`config.mk`:
```
export PLATFORM = sky130hd
export DESIGN_NAME = hilo_mdu_flat
export DESIGN_NICKNAME = d
export VERILOG_FILES = /design/src/rtl/hilo_mdu_if.sv /design/src/rtl/hilo_mdu.sv /design/src/flat_wrapper.sv
export SDC_FILE = /design/constraint.sdc
export NUM_CORES = 1
export LEC_CHECK = 0
export CAP_MARGIN = 5
export CORE_MARGIN = 5
export CORE_UTILIZATION = 47
export DETAILED_ROUTE_END_ITERATION = 10
export PLACE_DENSITY = 0.67
export SYNTH_ARGS = -nofsm -noshare
export SYNTH_HDL_FRONTEND = slang
export SYNTH_SLANG_ARGS = --single-unit
```
`constraint.sdc`:
```
create_clock -name clk -period 7.97 [get_ports clk]
set_clock_uncertainty 0.2 [all_clocks]
set_input_delay 1.1955 -clock clk [delete_from_list [all_inputs] [get_ports clk]]
set_output_delay 1.1955 -clock clk [all_outputs]
set_load 0.01 [all_outputs]
```
`src/rtl/hilo_mdu_if.sv`:
```
// rtl/hilo_mdu_if.sv - request/result bundle between control unit and the HI/LO multiply/divide unit
interface hilo_mdu_if;
    logic        req;
    logic [2:0]  op;
    logic [31:0] a;
    logic [31:0] b;
    logic [31:0] hi;
    logic [31:0] lo;
    logic        busy;
    logic        done;

    modport master (output req, op, a, b, input hi, lo, busy, done);
    modport slave  (input req, op, a, b, output hi, lo, busy, done);
endinterface

```
`src/rtl/hilo_mdu.sv`:
```
// rtl/hilo_mdu.sv - iterative MULT/MULTU/DIV/DIVU + MTHI/MTLO unit owning HI/LO (option: HILO_MDU_FAST_MUL_EN)
module hilo_mdu (
    input  logic       clk,
    input  logic       rst_n,
    hilo_mdu_if.slave  bus
);
    typedef enum logic {IDLE, CALC} state_t;

    state_t      state, state_nx;
    logic [5:0]  cnt;
    logic [63:0] p;          // mul: {acc, multiplier}; div: {remainder, quotient}
    logic [31:0] dvsr;       // multiplicand or divisor magnitude
    logic        is_div;
    logic        neg_q;      // negate product / quotient at the end
    logic        neg_r;      // negate remainder at the end
    logic [31:0] hi_r, lo_r;
    logic        done_r, done_nx;

    logic        sgn, dbz, last;
    logic [31:0] a_mag, b_mag;
    logic [63:0] p_next;
    logic [32:0] rem_sh, trial;
    logic [63:0] div_next, prod;
    logic [31:0] res_hi, res_lo;

    // operand preparation for an incoming request
    always_comb begin
        sgn   = ~bus.op[0];
        a_mag = (sgn && bus.a[31]) ? (32'd0 - bus.a) : bus.a;
        b_mag = (sgn && bus.b[31]) ? (32'd0 - bus.b) : bus.b;
        dbz   = bus.op[1] && (bus.b == 32'd0);
    end

    // one iteration step and final sign correction
    always_comb begin
        rem_sh   = p[63:31];
        trial    = rem_sh - {1'b0, dvsr};
        div_next = trial[32] ? {rem_sh[31:0], p[30:0], 1'b0}
                             : {trial[31:0],  p[30:0], 1'b1};
        p_next   = div_next;
        last     = (cnt == 6'd31);
`ifdef HILO_MDU_FAST_MUL_EN
        if (!is_div) begin
            p_next = {32'd0, p[31:0]} * {32'd0, dvsr};
            last   = 1'b1;
        end
`else
        if (!is_div) begin
            p_next = {({1'b0, p[63:32]} + (p[0] ? {1'b0, dvsr} : 33'd0)), p[31:1]};
        end
`endif
        prod   = neg_q ? (64'd0 - p_next) : p_next;
        res_lo = neg_q ? (32'd0 - p_next[31:0])  : p_next[31:0];
        res_hi = neg_r ? (32'd0 - p_next[63:32]) : p_next[63:32];
        if (!is_div) begin
            res_hi = prod[63:32];
            res_lo = prod[31:0];
        end
    end

    // next state and completion pulse
    always_comb begin
        state_nx = state;
        done_nx  = 1'b0;
        case (state)
            IDLE: if (bus.req && !bus.op[2]) state_nx = CALC;
            CALC: if (last) begin
                state_nx = IDLE;
                done_nx  = 1'b1;
            end
            default: state_nx = IDLE;
        endcase
    end

    // state register
    always_ff @(posedge clk) begin
        if (!rst_n) state <= IDLE;
        else        state <= state_nx;
    end

    // datapath: accept, iterate, commit HI/LO
    always_ff @(posedge clk) begin
        if (!rst_n) begin
            cnt    <= 6'd0;
            p      <= 64'd0;
            dvsr   <= 32'd0;
            is_div <= 1'b0;
            neg_q  <= 1'b0;
            neg_r  <= 1'b0;
            hi_r   <= 32'd0;
            lo_r   <= 32'd0;
            done_r <= 1'b0;
        end else begin
            done_r <= done_nx;
            if (state == IDLE) begin
                cnt <= 6'd0;
                if (bus.req) begin
                    case (bus.op)
                        3'b100: hi_r <= bus.a;
                        3'b101: lo_r <= bus.a;
                        3'b000, 3'b001, 3'b010, 3'b011: begin
                            is_div <= bus.op[1];
                            if (dbz) begin
                                // divide by a zero divisor on the raw dividend yields
                                // quotient all-ones and remainder = a, with no sign fix-up
                                p     <= {32'd0, bus.a};
                                dvsr  <= 32'd0;
                                neg_q <= 1'b0;
                                neg_r <= 1'b0;
                            end else begin
                                p     <= {32'd0, a_mag};
                                dvsr  <= b_mag;
                                neg_q <= sgn & (bus.a[31] ^ bus.b[31]);
                                neg_r <= sgn & bus.a[31] & bus.op[1];
                            end
                        end
                        default: ;
                    endcase
                end
            end else begin
                cnt <= cnt + 6'd1;
                p   <= p_next;
                if (last) begin
                    hi_r <= res_hi;
                    lo_r <= res_lo;
                end
            end
        end
    end

    assign bus.hi   = hi_r;
    assign bus.lo   = lo_r;
    assign bus.busy = (state == CALC);
    assign bus.done = done_r;
endmodule

```
`src/flat_wrapper.sv`:
```
// flat-port wrapper written by rule: the top's interface ports become plain ports
module hilo_mdu_flat 
  (clk, rst_n, bus_req, bus_op, bus_a, bus_b, bus_hi, bus_lo, bus_busy, bus_done);
  hilo_mdu_if bus_i ();
  input  logic clk;
  input  logic rst_n;
  input wire logic [$bits(bus_i.req)-1:0] bus_req;
  input wire logic [$bits(bus_i.op)-1:0] bus_op;
  input wire logic [$bits(bus_i.a)-1:0] bus_a;
  input wire logic [$bits(bus_i.b)-1:0] bus_b;
  output wire logic [$bits(bus_i.hi)-1:0] bus_hi;
  output wire logic [$bits(bus_i.lo)-1:0] bus_lo;
  output wire logic [$bits(bus_i.busy)-1:0] bus_busy;
  output wire logic [$bits(bus_i.done)-1:0] bus_done;
  assign bus_i.req = bus_req;
  assign bus_i.op = bus_op;
  assign bus_i.a = bus_a;
  assign bus_i.b = bus_b;
  assign bus_hi = bus_i.hi;
  assign bus_lo = bus_i.lo;
  assign bus_busy = bus_i.busy;
  assign bus_done = bus_i.done;
  hilo_mdu u_core (.clk(clk), .rst_n(rst_n), .bus(bus_i));
endmodule
```
Yosys cells after proc, flatten, opt, wreduce, memory -nomap -nowiden --
Cells that the tools add are included.
Operators by class: add/sub/neg operators 8, equality and inequality tests 7, muxes and demuxes 29, bitwise logic cells 6, reductions and logical operators 17
Operators with widths (number):
- 32-bit 2-to-1 mux | 17
- 64-bit 2-to-1 mux | 6
- 1-bit by 32-bit subtractor with 32-bit output (first input constant) | 4
- 1-bit by 64-bit subtractor with 64-bit output (first input constant) | 1
- 32-bit by 33-bit adder with 33-bit output | 1
- 33-bit by 32-bit subtractor with 33-bit output | 1
- 32-bit zero test | 1
- 3-bit AND reduction | 3
- 2-bit nonzero test | 4
- 6-bit by 1-bit adder with 6-bit output (second input constant) | 1
- 3-bit by 2-bit == test with 1-bit output (second input constant) | 2
- 3-bit == test (second input constant) | 2
- 6-bit by 5-bit == test with 1-bit output (second input constant) | 1
- 1-bit 2-to-1 mux | 5
- 1-bit logical AND | 4
- 2-bit AND reduction | 2
- 4-bit OR reduction | 1
- 1-bit bitwise AND | 3
- 3-bit by 1-bit == test with 1-bit output (second input constant) | 1
- 3-bit zero test | 1
- 2-bit != test (second input constant) | 1
- 1-bit inverter | 2
- 1-bit case mux with 2 select lines | 1
- 1-bit zero test | 1
- 1-bit bitwise XOR | 1
Word-level totals: register bits 171, input port bits 70, output and inout port bits 66, word-level logic and storage cells 77

Depth between registers and ports, before layout --
Gate-level depths: netlist (run 1).
depth in word-level cells 8, depth in mapped cells 24, mapped depth without buffers 22

Worst setup path before layout (run 1) --
Ideal clock, no wire load.
path kind register -> register, start reg u_core.dvsr[9], end reg u_core.hi_r[10], in the netlist u_core.bus.hi[10], library setup time 0.074 ns, arrival 5.420 ns, required time 7.696 ns, slack 2.276 ns, cell stages (with the launch flop) 25, buffers on the path 3, period minus slack after synthesis 5.694 ns, path through dfxtp_1 > inv_1 > ha_1 > buf_6 > and4_4 > o2bb2ai_2 > o21ai_2 > a21oi_4 > or4_4 > buf_6 > buf_6 > a31oi_1 > ha_1 > nand2b_1 > or4_4 > or2_1 > or4_4 > or3_1 > o21ai_1 > nand2_1 > a2bb2oi_1 > o41ai_1 > xnor2_1 > nand2_1 > a31oi_1
On the way: cells in the longest elaborated chain, start to end 8, elaborated cells on any way between the ends 12, classes of those cells add/sub (4); mux (8)
RTL lines:
- from (decl) | RTL line hilo_mdu.sv:12 | logic [31:0] dvsr;
- from (signal assigned) | RTL line hilo_mdu.sv:112 | dvsr <= b_mag;
- 33-bit by 32-bit subtractor with 33-bit output or 32-bit 2-to-1 mux (tied branches) | RTL line hilo_mdu.sv:37, hilo_mdu.sv:49
- 64-bit 2-to-1 mux or 32-bit by 33-bit adder with 33-bit output (tied branches) | RTL line hilo_mdu.sv:38, hilo_mdu.sv:49
- 64-bit 2-to-1 mux * | RTL line hilo_mdu.sv:48 | if (!is_div) begin
- 1-bit by 64-bit subtractor with 64-bit output or 1-bit by 32-bit subtractor with 32-bit output (tied branches) | RTL line hilo_mdu.sv:52, hilo_mdu.sv:54
- 64-bit 2-to-1 mux or 32-bit 2-to-1 mux (tied branches) | RTL line hilo_mdu.sv:52, hilo_mdu.sv:54
- 32-bit 2-to-1 mux * | RTL line hilo_mdu.sv:55 | if (!is_div) begin
- 32-bit 2-to-1 mux * | RTL line hilo_mdu.sv:123 | if (last) begin
- 32-bit 2-to-1 mux * | RTL line hilo_mdu.sv:95 | if (state == IDLE) begin
- to (signal assigned) | RTL line hilo_mdu.sv:99 | 3'b100: hi_r <= bus.a;
- to (signal assigned) | RTL line hilo_mdu.sv:124 | hi_r <= res_hi;
- to (decl) | RTL line hilo_mdu.sv:16 | logic [31:0] hi_r, lo_r;
Every way passes the cells marked *; elsewhere a longest branch is shown, timed or not. The select of a mux whose other input is x is not followed. A chain may end at the register's enable or synchronous reset.

Final worst setup path (run 1) --
start reg u_core.dvsr[9], end reg u_core.hi_r[8], in the netlist u_core.bus.hi[8]
Same word-level chain as after synthesis.

==> metrics.cfg, run 1 <==
[synthesis]
yosys_register_bits=171
ys_warn_count=0
ys_top_cells_by_area=dfxtp_1 (22%), xnor2_1 (5.8%), nand2_1 (5.7%), ha_1 (5.6%), o21ai_0 (5.4%)
ys_types=99
syn-mean-instance-area_um2=7.505
synth.net_count=2209
synth_edf_count=0
ys_async_sr_fraction_pct=0
yosys.area.top_type=dfxtp_1
syn_inst=2068
synth_seq_area_share_pct=22.06
synth.most_common_cell=nand2_1
syn_area_mm2=0.01552
synth_ff_type=dfxtp_1
synth_top_area_share_pct=22.06
ys_top_cells_by_count=nand2_1 (237), dfxtp_1 (171), o21ai_0 (168)

[power_and_ir_drop]
peakVddDrop_uv=168.7
p_per_area_mw_per_mm2=150.4
leakage_nw=7.105

[floorplan]
die_area_mm2=0.03675
fp.coreArea_mm2=0.03254
fp-row-count=66
die_y_um=191.7
initial_core_util_pct=47.70
num_io_pins=136
die_w_um=191.7

[drt]
drc=0
drt-pass1-iter-count=8
drt-total-wl_um=63370
viasPerCell=6.542
ant_nets=0
wire_per_inst_um=24.58
vias=16870
drtIter0Drc=2062

[clock_network]
cts_setup_buffers=0
htree_levels=4
clk_pin_slew_ns=0.08
ctsLongestPathBuffers=2
cts.sinks=171
holdBufCountCts=0
tritoncts=done
numCtsBuffers=17
cts_root_buffer=clkbuf_16
cts_resized=0
clk_latency_ns=0.47

[setup_path]
slowest_delay_ns=0.64
path_common_cell=or4_4
critPathKind=reg -> reg
crit_path_start=u_core.dvsr[9]
worstReg2RegEnd=u_core.bus.hi[8]
worstPathRequired_ns=8.19
crit_arrival_ns=6.96
crit_path_top_delay_cell=or4_4
critPathCapture=u_core.bus.hi[8]
r2r-start=u_core.dvsr[9]
cp-start-kind=register
reg2reg_depth=20
end_kind=register
crit_path_max_fanout=18
path_cells=inv_1 -> ha_1 -> a21oi_4 -> o211ai_2 -> a21oi_2 -> a21oi_4 -> or4_4 -> a31oi_1 -> ha_1 -> nand2b_1 -> or4_4 -> or2_1 -> or4_4 -> or3_1 -> a21oi_1 -> a21boi_0 -> a21oi_1 -> xnor2_1 -> o211ai_1 -> o211a_1
regToRegSetupSlack_ns=1.22

[sta]
min_period_over_period_pct=84.66
period_minus_slack_ns=6.747
holdWs_ns=0.2629
max_freq_ghz=0.1482
worstMarginPinSlew_ns=1.186
slew_headroom_pct=20.96
setup_viol=0
rsz0062_at_grt=false
final.setup.tns_ns=0
hold_viol=0
slew_viol_final=0

[global_route]
grt_pass1_wl_um=94810
grt_pass1_vias=15300
grt_usage_pct=33.44
grt.overflow.total=0
grt_max_degree=81
antenna_found_initial=1

[placed_design]
dp_hpwl_um=48310
place.gp.congestion=0.9890
io_buffers=135
dp_cells=2546

[finish]
nets=2264
drive_above_1_share_pct=7.116
utilization_pct=54.41
area_growth_pct=14.06
stdcell_count=2578
diodes=0

[worst_hold_path]
hp-class=reg -> reg

[job]
maxCapViolations=0

[outcome]
outcome=completed

-- layer usage --
metal  global-route usage (%)  routed length [um]  up-vias
met1                    50.92               29450     8150
met3                    5.289                5593       77
met5                        0                   0        -
met4                    8.950                1558        0
met2                    48.61               26770      844
li1                         -                   -     7795
-- how the worst min path moves through the flow --
stage | startpoint | depth (start not counted) | endpoint
2_1_floorplan | u_core.cnt[0] | 1 | u_core.cnt[0]
3_3_place_gp | u_core.cnt[0] | 1 | u_core.cnt[0]
3_5_place_dp | u_core.cnt[0] | 1 | u_core.cnt[0]
4_1_cts | u_core.cnt[0] | 1 | u_core.cnt[0]
5_1_grt | u_core.cnt[0] | 1 | u_core.cnt[0]
6_report | u_core.cnt[0] | 1 | u_core.cnt[0]
-- stage by stage --
stage               instance area [um2]  setup slack [ns]  total power, W
floorplan                         15520             2.276        0.001491
global placement                  17130             1.605        0.001788
detailed placement                17130             1.366        0.001787
CTS                               17700             1.334        0.002641
global route                      17700            0.9237        0.002764
finish                            17700             1.223        0.002663
-- state kept, by name, indices dropped and copies added (netlist names) --
| register | cells |
|---|---|
| u_core.bus.lo | 32 |
| u_core.neg_r | 1 |
| u_core.bus.busy | 1 |
| u_core.cnt | 6 |
| u_core.bus.done | 1 |
| u_core.is_div | 1 |
| u_core.p | 64 |
| u_core.dvsr | 32 |
| u_core.neg_q | 1 |
| u_core.bus.hi | 32 |
-- cell families after synthesis --
kind of cell,count (synthesis),share of synthesized area [%]
flip-flops,171,22.06
AO/OA/AOI/OAI,720,32.26
multiplexers,52,3.547
XOR/XNOR,144,8.126
adder cells (fa/ha/maj),71,5.821
buffers and inverters,200,5.353
AND/OR/NAND/NOR,710,22.83
-- report_power, final --
group	total [W]	internal (W)	switching, W	leakage (nW)
sequential	0.000923	0.000886	0.0000368	1.39
clock	0.000865	0.000431	0.000434	0.281
combinational	0.000875	0.000316	0.000559	5.43
total	0.00266	0.00163	0.00103	7.10
-- critical path, delay by kind of cell (launching register included) --
kind | cells | cell delay [ns]
compound gates | 10 | 2.68
simple gates | 6 | 2.43
fa+ha+maj | 2 | 0.78
flops | 1 | 0.34
xor+xnor | 1 | 0.16
buf+inv | 1 | 0.07
-- placed cells by master (no fill, tap or decap), drive strengths merged, types with 24 or more instances in the layout --
cell type	Yosys	layout
a21oi	154	154
a222oi	26	26
a31oi	38	38
and2	46	46
buf	46	32
clkdlybuf4s50	0	134
dfxtp	171	171
ha	69	69
inv	69	79
mux2	24	24
mux2i	28	28
nand2	238	238
nand3	42	42
nand4	24	24
nor2	129	129
nor2b	52	52
nor3	51	51
o211a	39	39
o211ai	32	32
o21ai	181	181
o31ai	39	39
or3	27	27
xnor2	103	103
xor2	41	41
-- final cells by class --
cell class	instances	area (um2)
Fill cell	3194	14830
Multi-Input combinational cell	1697	11290
Sequential cell	171	3431
Timing Repair Buffer	166	1594
Tap cell	442	553.0
Clock buffer	18	450.4
Inverter	70	262.8
Clock inverter	14	122.6
(Power assumes the default switching activity.)
==> run 2: changes to the inputs <==
PLACE_DENSITY = 0.7   (was 0.67)
clock period = 6.2 ns   (was 7.97 ns; I/O delays follow)
==> run 2 against run 1 <==
First-iteration DRC count up 9.9%. Total power up 30%. Count of clock-buffer cells in the layout down 1. Design area up 1.8%. Sequential power up 28%. Maximum frequency up 11%. Die area unchanged. Final cell count up 1.6%. Routed wire length down 0.55%. Non-clock buffer count up 42. Global-route usage down 0.10 points. Register-to-register slack worse by 1.1 ns.
==> metrics.cfg, run 2 (same netlist as run 1, synthesis figures left out) <==
[outcome]
outcome=completed

[power_and_ir_drop]
peakVddDrop_uv=201.3
cellInternalPower_w=0.002115
p_per_area_mw_per_mm2=192.0
switchingPower_w=0.001346
p_clk_share_pct=31.8
leakage_nw=7.306
p_seq_share_pct=34.2
p_sw_share_pct=38.88
p_comb_share_pct=34.0

[drt]
vias=16980
viasPerCell=6.482
drtIter0Drc=2267
drt-total-wl_um=63020
drt-pass1-iter-count=7
wire_per_inst_um=24.05
ant_nets=0
drc=0

[floorplan]
die_y_um=191.7
num_io_pins=136
initial_core_util_pct=47.70
die_area_mm2=0.03675
die_w_um=191.7
fp.coreArea_mm2=0.03254
fp-row-count=66

[setup_path]
crit_path_max_fanout=9
critPathKind=reg -> reg
worstPathRequired_ns=6.39
end_kind=register
regToRegSetupSlack_ns=0.14
crit_arrival_ns=6.26
cp-start-kind=register

[finish]
nets=2306
fillers=3167
largest_reg_flops=64
final_area_mm2=0.01803
final_cell_mix=nand2_1 (237), dfxtp_1 (169), o21ai_0 (168)
stdcell_count=2620
layout_commonest_cell=nand2_1
drive_above_1_share_pct=8.861
max_flop_register=u_core.p
diodes=0
area_growth_pct=16.15

[clock_network]
numCtsBuffers=17
htree_levels=4
tritoncts=done
cts_root_buffer=clkbuf_16
clk_pin_slew_ns=0.08
clk_latency_ns=0.47
ctsLongestPathBuffers=2
cts.sinks=171

[sta]
hold_viol=0
final.setup.tns_ns=0
min_period_over_period_pct=97.81
rsz0062_at_grt=false
max_freq_ghz=0.1649
layout_setup_ws_ns=0.1357
period_minus_slack_ns=6.064
setup_viol=0
slew_viol_final=0
slew_headroom_pct=21.27
worstMarginPinSlew_ns=1.181

[global_route]
grt_pass1_wl_um=95090
grt.overflow.total=0
grt_pass1_vias=15720
grt_max_degree=93
antenna_found_initial=3
grt_usage_pct=33.34

[placed_design]
dp_cells=2588
dp_hpwl_um=48740
io_buffers=135
place.gp.congestion=0.9543
dp_slack_ns=0.1926
place_area_mm2=0.01742

[worst_hold_path]
hp-class=reg -> reg

[job]
maxCapViolations=0

[run 2: cell count changes in the layout (fill, tap and decap cells not counted), sizes merged]
cell / before / now
clkinvlp: 2 / 3
buf: 32 / 74
inv: 79 / 77
clkinv: 3 / 5
clkbuf: 18 / 17
[run 2: cell type report]
| class | instances | area [um2] | share of cell area, % |
|---|---|---|---|
| clock buffers | 17 | 425.4 | 2.360 |
| clock inverters | 15 | 151.4 | 0.8399 |
| inverters | 70 | 262.8 | 1.458 |
| multi-input cells | 1697 | 11310 | 62.73 |
| flip-flops and latches | 171 | 3428 | 19.02 |
| well taps | 442 | 553.0 | 3.068 |
| repair buffers | 208 | 1897 | 10.52 |
[run 2: final timing paths]
| path | from | endpoint | depth (start not counted) |
|---|---|---|---|
| worst max-delay path | u_core.dvsr[19] | u_core.bus.hi[10] | 21 |
| worst min-delay path | u_core.cnt[0] | u_core.cnt[0] | 1 |
| worst max register to register | u_core.dvsr[19] | u_core.bus.hi[10] | 21 |
| worst min register to register | u_core.cnt[0] | u_core.cnt[0] | 1 |
[run 2: what timing repair did]
item                       CTS  global route
hold endpoints to repair     0             0
buffers inserted             0             0
gates resized for setup      0             5
hold buffers                 0             0
setup endpoints to repair    0             4
[run 2: worst max-delay path, stage by stage, from the launching register on]
cell and delay (ns):
dfxtp_1 0.36, inv_1 0.05, ha_1 0.43, a21oi_2 0.22, o21ai_1 0.15, a221oi_2 0.38
a21oi_2 0.17, or4_4 0.45, a31oi_1 0.33, ha_1 0.25, nand2b_1 0.07, or4_4 0.46
or2_1 0.26, or4_4 0.50, or3_1 0.42, o21ai_1 0.14, nand2_1 0.17, a2bb2oi_1 0.26
o41ai_2 0.27, xnor2_1 0.16, nand2_1 0.08, a31oi_1 0.20
[run 2: power groups by stage]
stage | Sequential (W) | Combinational [W] | Clock (W)
floorplan | 0.00119 | 0.000724 | 0
global placement | 0.00121 | 0.00113 | 0
finish | 0.00118 | 0.00118 | 0.00110
global route | 0.00119 | 0.00125 | 0.00115
CTS | 0.00118 | 0.00114 | 0.00110
detailed placement | 0.00121 | 0.00113 | 0
[run 2: through the flow]
stage	utilization (%)	power [W]	hold WS (ns)
2_1_floorplan	-	0.001917	0.2179
3_3_place_gp	53.54	0.002337	0.2335
3_5_place_dp	53.54	0.002339	0.2432
4_1_cts	55.31	0.003424	0.2605
5_1_grt	55.40	0.003590	0.2902
6_report	55.40	0.003461	0.2568
[run 2: layer usage]
metal	GRT usage, %	up-vias	wire length (um)
li1	-	7880	-
met1	49.79	8091	28790
met2	46.90	920	25740
met3	8.742	90	6813
met4	9.199	2	1657
met5	0	-	13
